[src/rtl/crossbar_pkg.sv]
// Shared definitions for the two-master crossbar: FSM state encoding,
// command codes and master indices.
package crossbar_pkg;

  typedef enum logic [1:0] {
    ST_IDLE   = 2'd0,
    ST_ACCESS = 2'd1,
    ST_ACK    = 2'd2,
    ST_DONE   = 2'd3
  } state_e;

  localparam logic CMD_READ  = 1'b0;
  localparam logic CMD_WRITE = 1'b1;

  localparam logic M1 = 1'b0;
  localparam logic M2 = 1'b1;

  function automatic logic onehot_to_idx(input logic [1:0] oh);
    return oh[1];
  endfunction

endpackage

[src/rtl/reg_ena.sv]
// Generic enabled register with synchronous active-high reset to zero.
module reg_ena #(
  parameter int WIDTH = 32
) (
  input  logic             clock,
  input  logic             reset,
  input  logic             ena,
  input  logic [WIDTH-1:0] d,
  output logic [WIDTH-1:0] q
);

  always_ff @(posedge clock) begin
    if (reset) begin
      q <= '0;
    end else if (ena) begin
      q <= d;
    end
  end

endmodule

[src/rtl/rr_arb2.sv]
// Two-request arbiter with one-hot grant. SLAVE_RR_ARB_EN selects round-robin
// tie-break; otherwise fixed priority to request 0 with no state at all.
module rr_arb2 (
`ifdef SLAVE_RR_ARB_EN
  input  logic       clock,
  input  logic       reset,
  input  logic       update,
`endif
  input  logic [1:0] req,
  output logic [1:0] grant
);

`ifdef SLAVE_RR_ARB_EN
  import crossbar_pkg::*;

  logic last_q, last_d;

  always_ff @(posedge clock) begin
    if (reset) begin
      last_q <= M2;
    end else begin
      last_q <= last_d;
    end
  end

  // On a tie the master that was not served last wins.
  always_comb begin
    grant  = req;
    last_d = last_q;
    if (req == 2'b11) begin
      grant = (last_q == M2) ? 2'b01 : 2'b10;
    end
    if (update && (grant != 2'b00)) begin
      last_d = grant[1];
    end
  end
`else
  always_comb begin
    grant = req[0] ? 2'b01 : {req[1], 1'b0};
  end
`endif

endmodule

[src/rtl/fsm_slave_resp.sv]
// Crossbar slave responder: arbitrates two masters and services the winner
// against a local register file. Tie-break mode set by SLAVE_RR_ARB_EN.
module fsm_slave_resp
  import crossbar_pkg::*;
#(
  parameter int DATA_WIDTH  = 32,
  parameter int ADDR_WIDTH  = 4,
  parameter int WAIT_CYCLES = 1
) (
  input  logic                  clock,
  input  logic                  reset,
  input  logic                  req_1m,
  input  logic                  req_2m,
  input  logic                  cmd_1m,
  input  logic                  cmd_2m,
  input  logic [ADDR_WIDTH-1:0] addr_1m,
  input  logic [ADDR_WIDTH-1:0] addr_2m,
  input  logic [DATA_WIDTH-1:0] wdata_1m,
  input  logic [DATA_WIDTH-1:0] wdata_2m,
  output logic                  ack_1m,
  output logic                  ack_2m,
  output logic [DATA_WIDTH-1:0] rdata_1m,
  output logic [DATA_WIDTH-1:0] rdata_2m
);

  localparam int IDX_W = ADDR_WIDTH - 1;
  localparam int DEPTH = 2 ** IDX_W;

  state_e                  state_q, state_d;
  logic                    grant_q, grant_d;
  logic                    cmd_q, cmd_d;
  logic [IDX_W-1:0]        addr_q, addr_d;
  logic [DATA_WIDTH-1:0]   wdata_q, wdata_d;
  logic [3:0]              cnt_q, cnt_d;
  logic [DATA_WIDTH-1:0]   mem_q [DEPTH];

  logic [1:0]              arb_grant;
  logic                    commit;
  logic                    mem_we;
  logic                    rd_en_1m, rd_en_2m;
  logic [DATA_WIDTH-1:0]   rd_word;
  logic                    unused_addr_msb;

  assign unused_addr_msb = addr_1m[ADDR_WIDTH-1] ^ addr_2m[ADDR_WIDTH-1];

`ifdef SLAVE_RR_ARB_EN
  logic arb_update;

  rr_arb2 u_arb (
    .clock  (clock),
    .reset  (reset),
    .update (arb_update),
    .req    ({req_2m, req_1m}),
    .grant  (arb_grant)
  );
`else
  rr_arb2 u_arb (
    .req    ({req_2m, req_1m}),
    .grant  (arb_grant)
  );
`endif

  always_ff @(posedge clock) begin
    if (reset) begin
      state_q <= ST_IDLE;
      grant_q <= M2;
      cmd_q   <= CMD_READ;
      addr_q  <= '0;
      wdata_q <= '0;
      cnt_q   <= 4'd0;
    end else begin
      state_q <= state_d;
      grant_q <= grant_d;
      cmd_q   <= cmd_d;
      addr_q  <= addr_d;
      wdata_q <= wdata_d;
      cnt_q   <= cnt_d;
    end
  end

  always_comb begin
    state_d    = state_q;
    grant_d    = grant_q;
    cmd_d      = cmd_q;
    addr_d     = addr_q;
    wdata_d    = wdata_q;
    cnt_d      = cnt_q;
    commit     = 1'b0;
`ifdef SLAVE_RR_ARB_EN
    arb_update = 1'b0;
`endif
    case (state_q)
      ST_IDLE: begin
        if (arb_grant != 2'b00) begin
`ifdef SLAVE_RR_ARB_EN
          arb_update = 1'b1;
`endif
          grant_d = onehot_to_idx(arb_grant);
          if (arb_grant[0]) begin
            cmd_d   = cmd_1m;
            addr_d  = addr_1m[IDX_W-1:0];
            wdata_d = wdata_1m;
          end else begin
            cmd_d   = cmd_2m;
            addr_d  = addr_2m[IDX_W-1:0];
            wdata_d = wdata_2m;
          end
          cnt_d   = 4'(WAIT_CYCLES);
          state_d = ST_ACCESS;
        end
      end
      ST_ACCESS: begin
        if (cnt_q == 4'd0) begin
          commit  = 1'b1;
          state_d = ST_ACK;
        end else begin
          cnt_d = cnt_q - 4'd1;
        end
      end
      ST_ACK:  state_d = ST_DONE;
      ST_DONE: state_d = ST_IDLE;
      default: state_d = ST_IDLE;
    endcase
  end

  assign mem_we   = commit && (cmd_q == CMD_WRITE);
  assign rd_en_1m = commit && (cmd_q == CMD_READ) && (grant_q == M1);
  assign rd_en_2m = commit && (cmd_q == CMD_READ) && (grant_q == M2);
  assign rd_word  = mem_q[addr_q];

  // Reset clears every word so a write caught mid-access leaves no trace.
  always_ff @(posedge clock) begin
    if (reset) begin
      for (int i = 0; i < DEPTH; i++) begin
        mem_q[i] <= '0;
      end
    end else if (mem_we) begin
      mem_q[addr_q] <= wdata_q;
    end
  end

  reg_ena #(.WIDTH(DATA_WIDTH)) u_rdata_1m (
    .clock (clock),
    .reset (reset),
    .ena   (rd_en_1m),
    .d     (rd_word),
    .q     (rdata_1m)
  );

  reg_ena #(.WIDTH(DATA_WIDTH)) u_rdata_2m (
    .clock (clock),
    .reset (reset),
    .ena   (rd_en_2m),
    .d     (rd_word),
    .q     (rdata_2m)
  );

  assign ack_1m = (state_q == ST_ACK) && (grant_q == M1);
  assign ack_2m = (state_q == ST_ACK) && (grant_q == M2);

endmodule

[config.mk]
export PLATFORM = sky130hd
export DESIGN_NAME = fsm_slave_resp
export DESIGN_NICKNAME = d
export VERILOG_FILES = /design/src/rtl/crossbar_pkg.sv /design/src/rtl/reg_ena.sv /design/src/rtl/rr_arb2.sv /design/src/rtl/fsm_slave_resp.sv
export SDC_FILE = /design/constraint.sdc
export NUM_CORES = 1
export LEC_CHECK = 0
export BUFFER_PORTS_ARGS = -buffer_cell sky130_fd_sc_hd__buf_4
export CAP_MARGIN = 30
export CORE_UTILIZATION = 60
export CTS_CLUSTER_DIAMETER = 200
export DETAILED_ROUTE_END_ITERATION = 10
export HOLD_SLACK_MARGIN = 0.02
export PLACE_DENSITY = 0.8
export SYNTH_ARGS = -nofsm -noshare
export SYNTH_HDL_FRONTEND = slang
export SYNTH_SLANG_ARGS = --single-unit
export TNS_END_PERCENT = 50
[constraint.sdc]
create_clock -name clock -period 6.5 [get_ports clock]
set_clock_uncertainty 0.05 [all_clocks]
set_input_delay 0.65 -clock clock [delete_from_list [all_inputs] [get_ports clock]]
set_output_delay 0.65 -clock clock [all_outputs]
set_load 0.02 [all_outputs]
==> flow_summary.yaml <==
floorplanning:
  start_util_pct: 61.2
  die_y_microns: 163
  io_pins: 144
  fp.dieW_microns: 163
  die_area_sq_mm: 0.0264
  design.core.area_sq_mm: 0.0253
  rows: 58
sta:
  report.final.setup_viol: 0
  rsz0062_at_grt: "false"
  fin_crit_sh_pct: 52.9
  slew_violations: 0
  worst_pin_slew_ps: 987
  fin_crit_ps: 3440
  setup_tns_ps: 0
  slew_headroom_pct: 34.2
  max_freq_mhz: 291
  hold_viol: 0
placement:
  gp_congestion: 0.711
  io_buffers: 141
  placed_area_sq_mm: 0.0168
  place_hpwl_microns: 19000
  placed_cells: 1477
drt:
  drc: 0
  routed_wl_microns: 33400
  via_per_inst: 5.89
  wl_per_cell_microns: 21.6
  antenna_left: 0
  drt_iter0_markers: 694
  firstDrtPassIters: 5
  num_vias: 9095
final_layout:
  fin_util_pct: 71.1
  stdcell_count: 1543
  fill_cells: 1682
  area_growth_pct: 16.2
  finalInstanceArea_sq_mm: 0.0180
  finalNetCount: 1271
  drive_gt1_share_pct: 24.7
  antenna_cells: 0
clock_tree:
  clk_latency_ps: 520
  clock_sinks: 366
  path_clk_slew_ps: 60
  cts_resized: 0
  cts.htree.levels: 2
  post_cts_buffers: 0
  holdBufCountCts: 0
  numCtsBuffers: 37
  cts_tree: "yes"
  cts_root_buffer: "clkbuf_16"
  clockBufferDepth: 3
synthesis:
  yosys-top-cells-area: "edfxtp_1, dfxtp_1, and2_1"
  ys_ff_latch: 366
  seq_area_frac_synth_pct: 64.0
  postSynthAreaPerCell_sq_um: 14.5
  yosysTopAreaCellShare_pct: 49.7
  synth.distinct_cells: 46
  synth_fp_nets: 1148
  synth.cell_area_sq_mm: 0.0155
  synth_edf_count: 256
  yosysTopAreaCell: "edfxtp_1"
  async_reset_ff_share_pct: 0
  postSynthCellCount: 1065
  synth_ff_type: "edfxtp_1"
  yosys_warnings: 0
global_route:
  grt_use_total_pct: 26.3
  antenna_found_initial: 0
  grt_pass1_wl_microns: 51600
  grt_pass1_vias: 9348
  globalRouteOverflowTotal: 0
  grt_max_degree: 65
pwr:
  switchingPower_mw: 1.86
  power_frac_seq_pct: 47.3
  cellLeakagePower_nw: 6.80
  comb_power_share_pct: 21.0
  powerDensity_mw_per_mm2: 353
  p_clk_share_pct: 31.7
  ir_drop_mv: 0.264
  sw_frac_of_total_pct: 29.3
  power.internal_mw: 4.49
worst_setup_path:
  cp_max_fo: 33
  worst_setup_path_start_kind: "flip-flop"
  reg2reg_slack_ps: 3060
  arrival_ps: 3520
  worst-setup-path-type: "flip-flop to flip-flop"
  end_kind: "flip-flop"
  required_ps: 6580
worst_hold_path:
  hold_class: "flip-flop to flip-flop"
flow_run:
  cap_violations: 0
outcome:
  outcome: "finished, final reports clean"
## final timing paths
path	to	startpoint	depth (start not counted)
worst max-delay path	mem_q[1][9]	cnt_q[0]	6
worst min-delay path	u_rdata_1m.q[11]	u_rdata_1m.q[11]	2
worst max register to register	mem_q[1][9]	cnt_q[0]	6
worst min register to register	u_rdata_1m.q[11]	u_rdata_1m.q[11]	2
## flip-flops by register name, summed over array words and instances, names as in the netlist, named ones only
| signal | cells |
|---|---|
| u_rdata_2m.q | 32 |
| cmd_q | 1 |
| grant_q | 1 |
| cnt_q | 4 |
| mem_q | 256 |
| u_rdata_1m.q | 32 |
| addr_q | 3 |
| wdata_q | 32 |
| state_q | 2 |
## cell type report
| cell class | count | area, sq um | area share, % |
|---|---|---|---|
| inverters | 5 | 18.8 | 0.104 |
| repair buffers | 157 | 1260 | 6.99 |
| clock buffers | 53 | 1060 | 5.89 |
| flip-flops and latches | 366 | 9900 | 55.1 |
| well taps | 330 | 413 | 2.30 |
| multi-input cells | 621 | 5240 | 29.2 |
| clock inverters | 11 | 81.3 | 0.453 |
## worst max-delay path, stage by stage (launching register included)
cell	delay, ps
dfxtp_1	320
inv_1	120
ha_1	220
nor3b_4	500
nand4b_4	270
nor2_4	680
or2_2	870
## cells in the mapped netlist, types with 3 or more instances
cell / number
inv_1: 5
a211oi_1: 37
or2_2: 9
buf_1: 7
nor2_2: 3
clkbuf_1: 23
a21oi_1: 5
mux2i_1: 69
buf_2: 20
nor2_4: 3
mux4_2: 64
nor2_1: 43
edfxtp_1: 256
o21ai_0: 32
o2bb2ai_1: 32
and2_1: 257
dfxtp_1: 110
nand2_1: 33
ha_1: 5
buf_6: 3
clkbuf_2: 19
## power groups by stage
| stage | Sequential, mW | Clock (mW) | Combinational, mW |
|---|---|---|---|
| finish | 3.00 | 2.02 | 1.33 |
| global route | 3.05 | 2.13 | 1.43 |
| CTS | 3.00 | 2.04 | 1.34 |
| detailed placement | 3.05 | 0 | 1.33 |
| global placement | 3.03 | 0 | 1.29 |
| floorplan | 2.96 | 0 | 0.936 |
## cells in the final DEF, fill, tap and decap left out, types with 2 or more instances in the layout
cell type / Yosys / final
nor3_4: 1 / 2
clkbuf_8: 0 / 5
o2bb2ai_1: 32 / 32
a211oi_1: 37 / 37
a22oi_1: 2 / 2
nand2_1: 33 / 33
buf_4: 1 / 152
buf_16: 0 / 2
dfxtp_1: 110 / 107
nand3b_1: 2 / 2
inv_1: 5 / 5
nand3_1: 2 / 2
o21ai_0: 32 / 32
mux4_2: 64 / 64
and2_1: 257 / 257
dfxtp_2: 0 / 2
buf_12: 0 / 3
clkbuf_16: 0 / 38
nand2b_1: 2 / 2
clkinv_1: 0 / 2
clkbuf_1: 23 / 10
nor2_1: 43 / 43
ha_1: 5 / 5
a21oi_1: 5 / 4
clkinv_2: 0 / 7
nor2_4: 3 / 3
o31ai_1: 2 / 2
edfxtp_1: 256 / 256
or2_2: 9 / 9
nor2_2: 3 / 3
mux2i_1: 69 / 69
## per-stage QoR
stage / setup slack, ps / power [mW] / hold WS (ps)
3_3_place_gp: 2730 / 4.32 / 384
2_1_floorplan: 3970 / 3.90 / 428
3_5_place_dp: 2670 / 4.38 / 395
4_1_cts: 2850 / 6.38 / 410
6_report: 3060 / 6.35 / 401
5_1_grt: 2880 / 6.61 / 420
## kinds of logic after synthesis
kind of cell / share of synthesized area (%)
buffers and inverters: 2.38
flip-flops: 64.0
adder cells (fa/ha/maj): 0.405
multiplexers: 13.8
AND/OR/NAND/NOR: 14.1
AO/OA/AOI/OAI: 5.34
## per-layer routing
metal / GRT usage, % / share of wire [%]
met2: 45.3 / 51
met3: 5.47 / 7.1
met5: 0 / 0
met4: 8.41 / 2.6
met1: 33.4 / 40
Power figures use the tool's default switching activity.
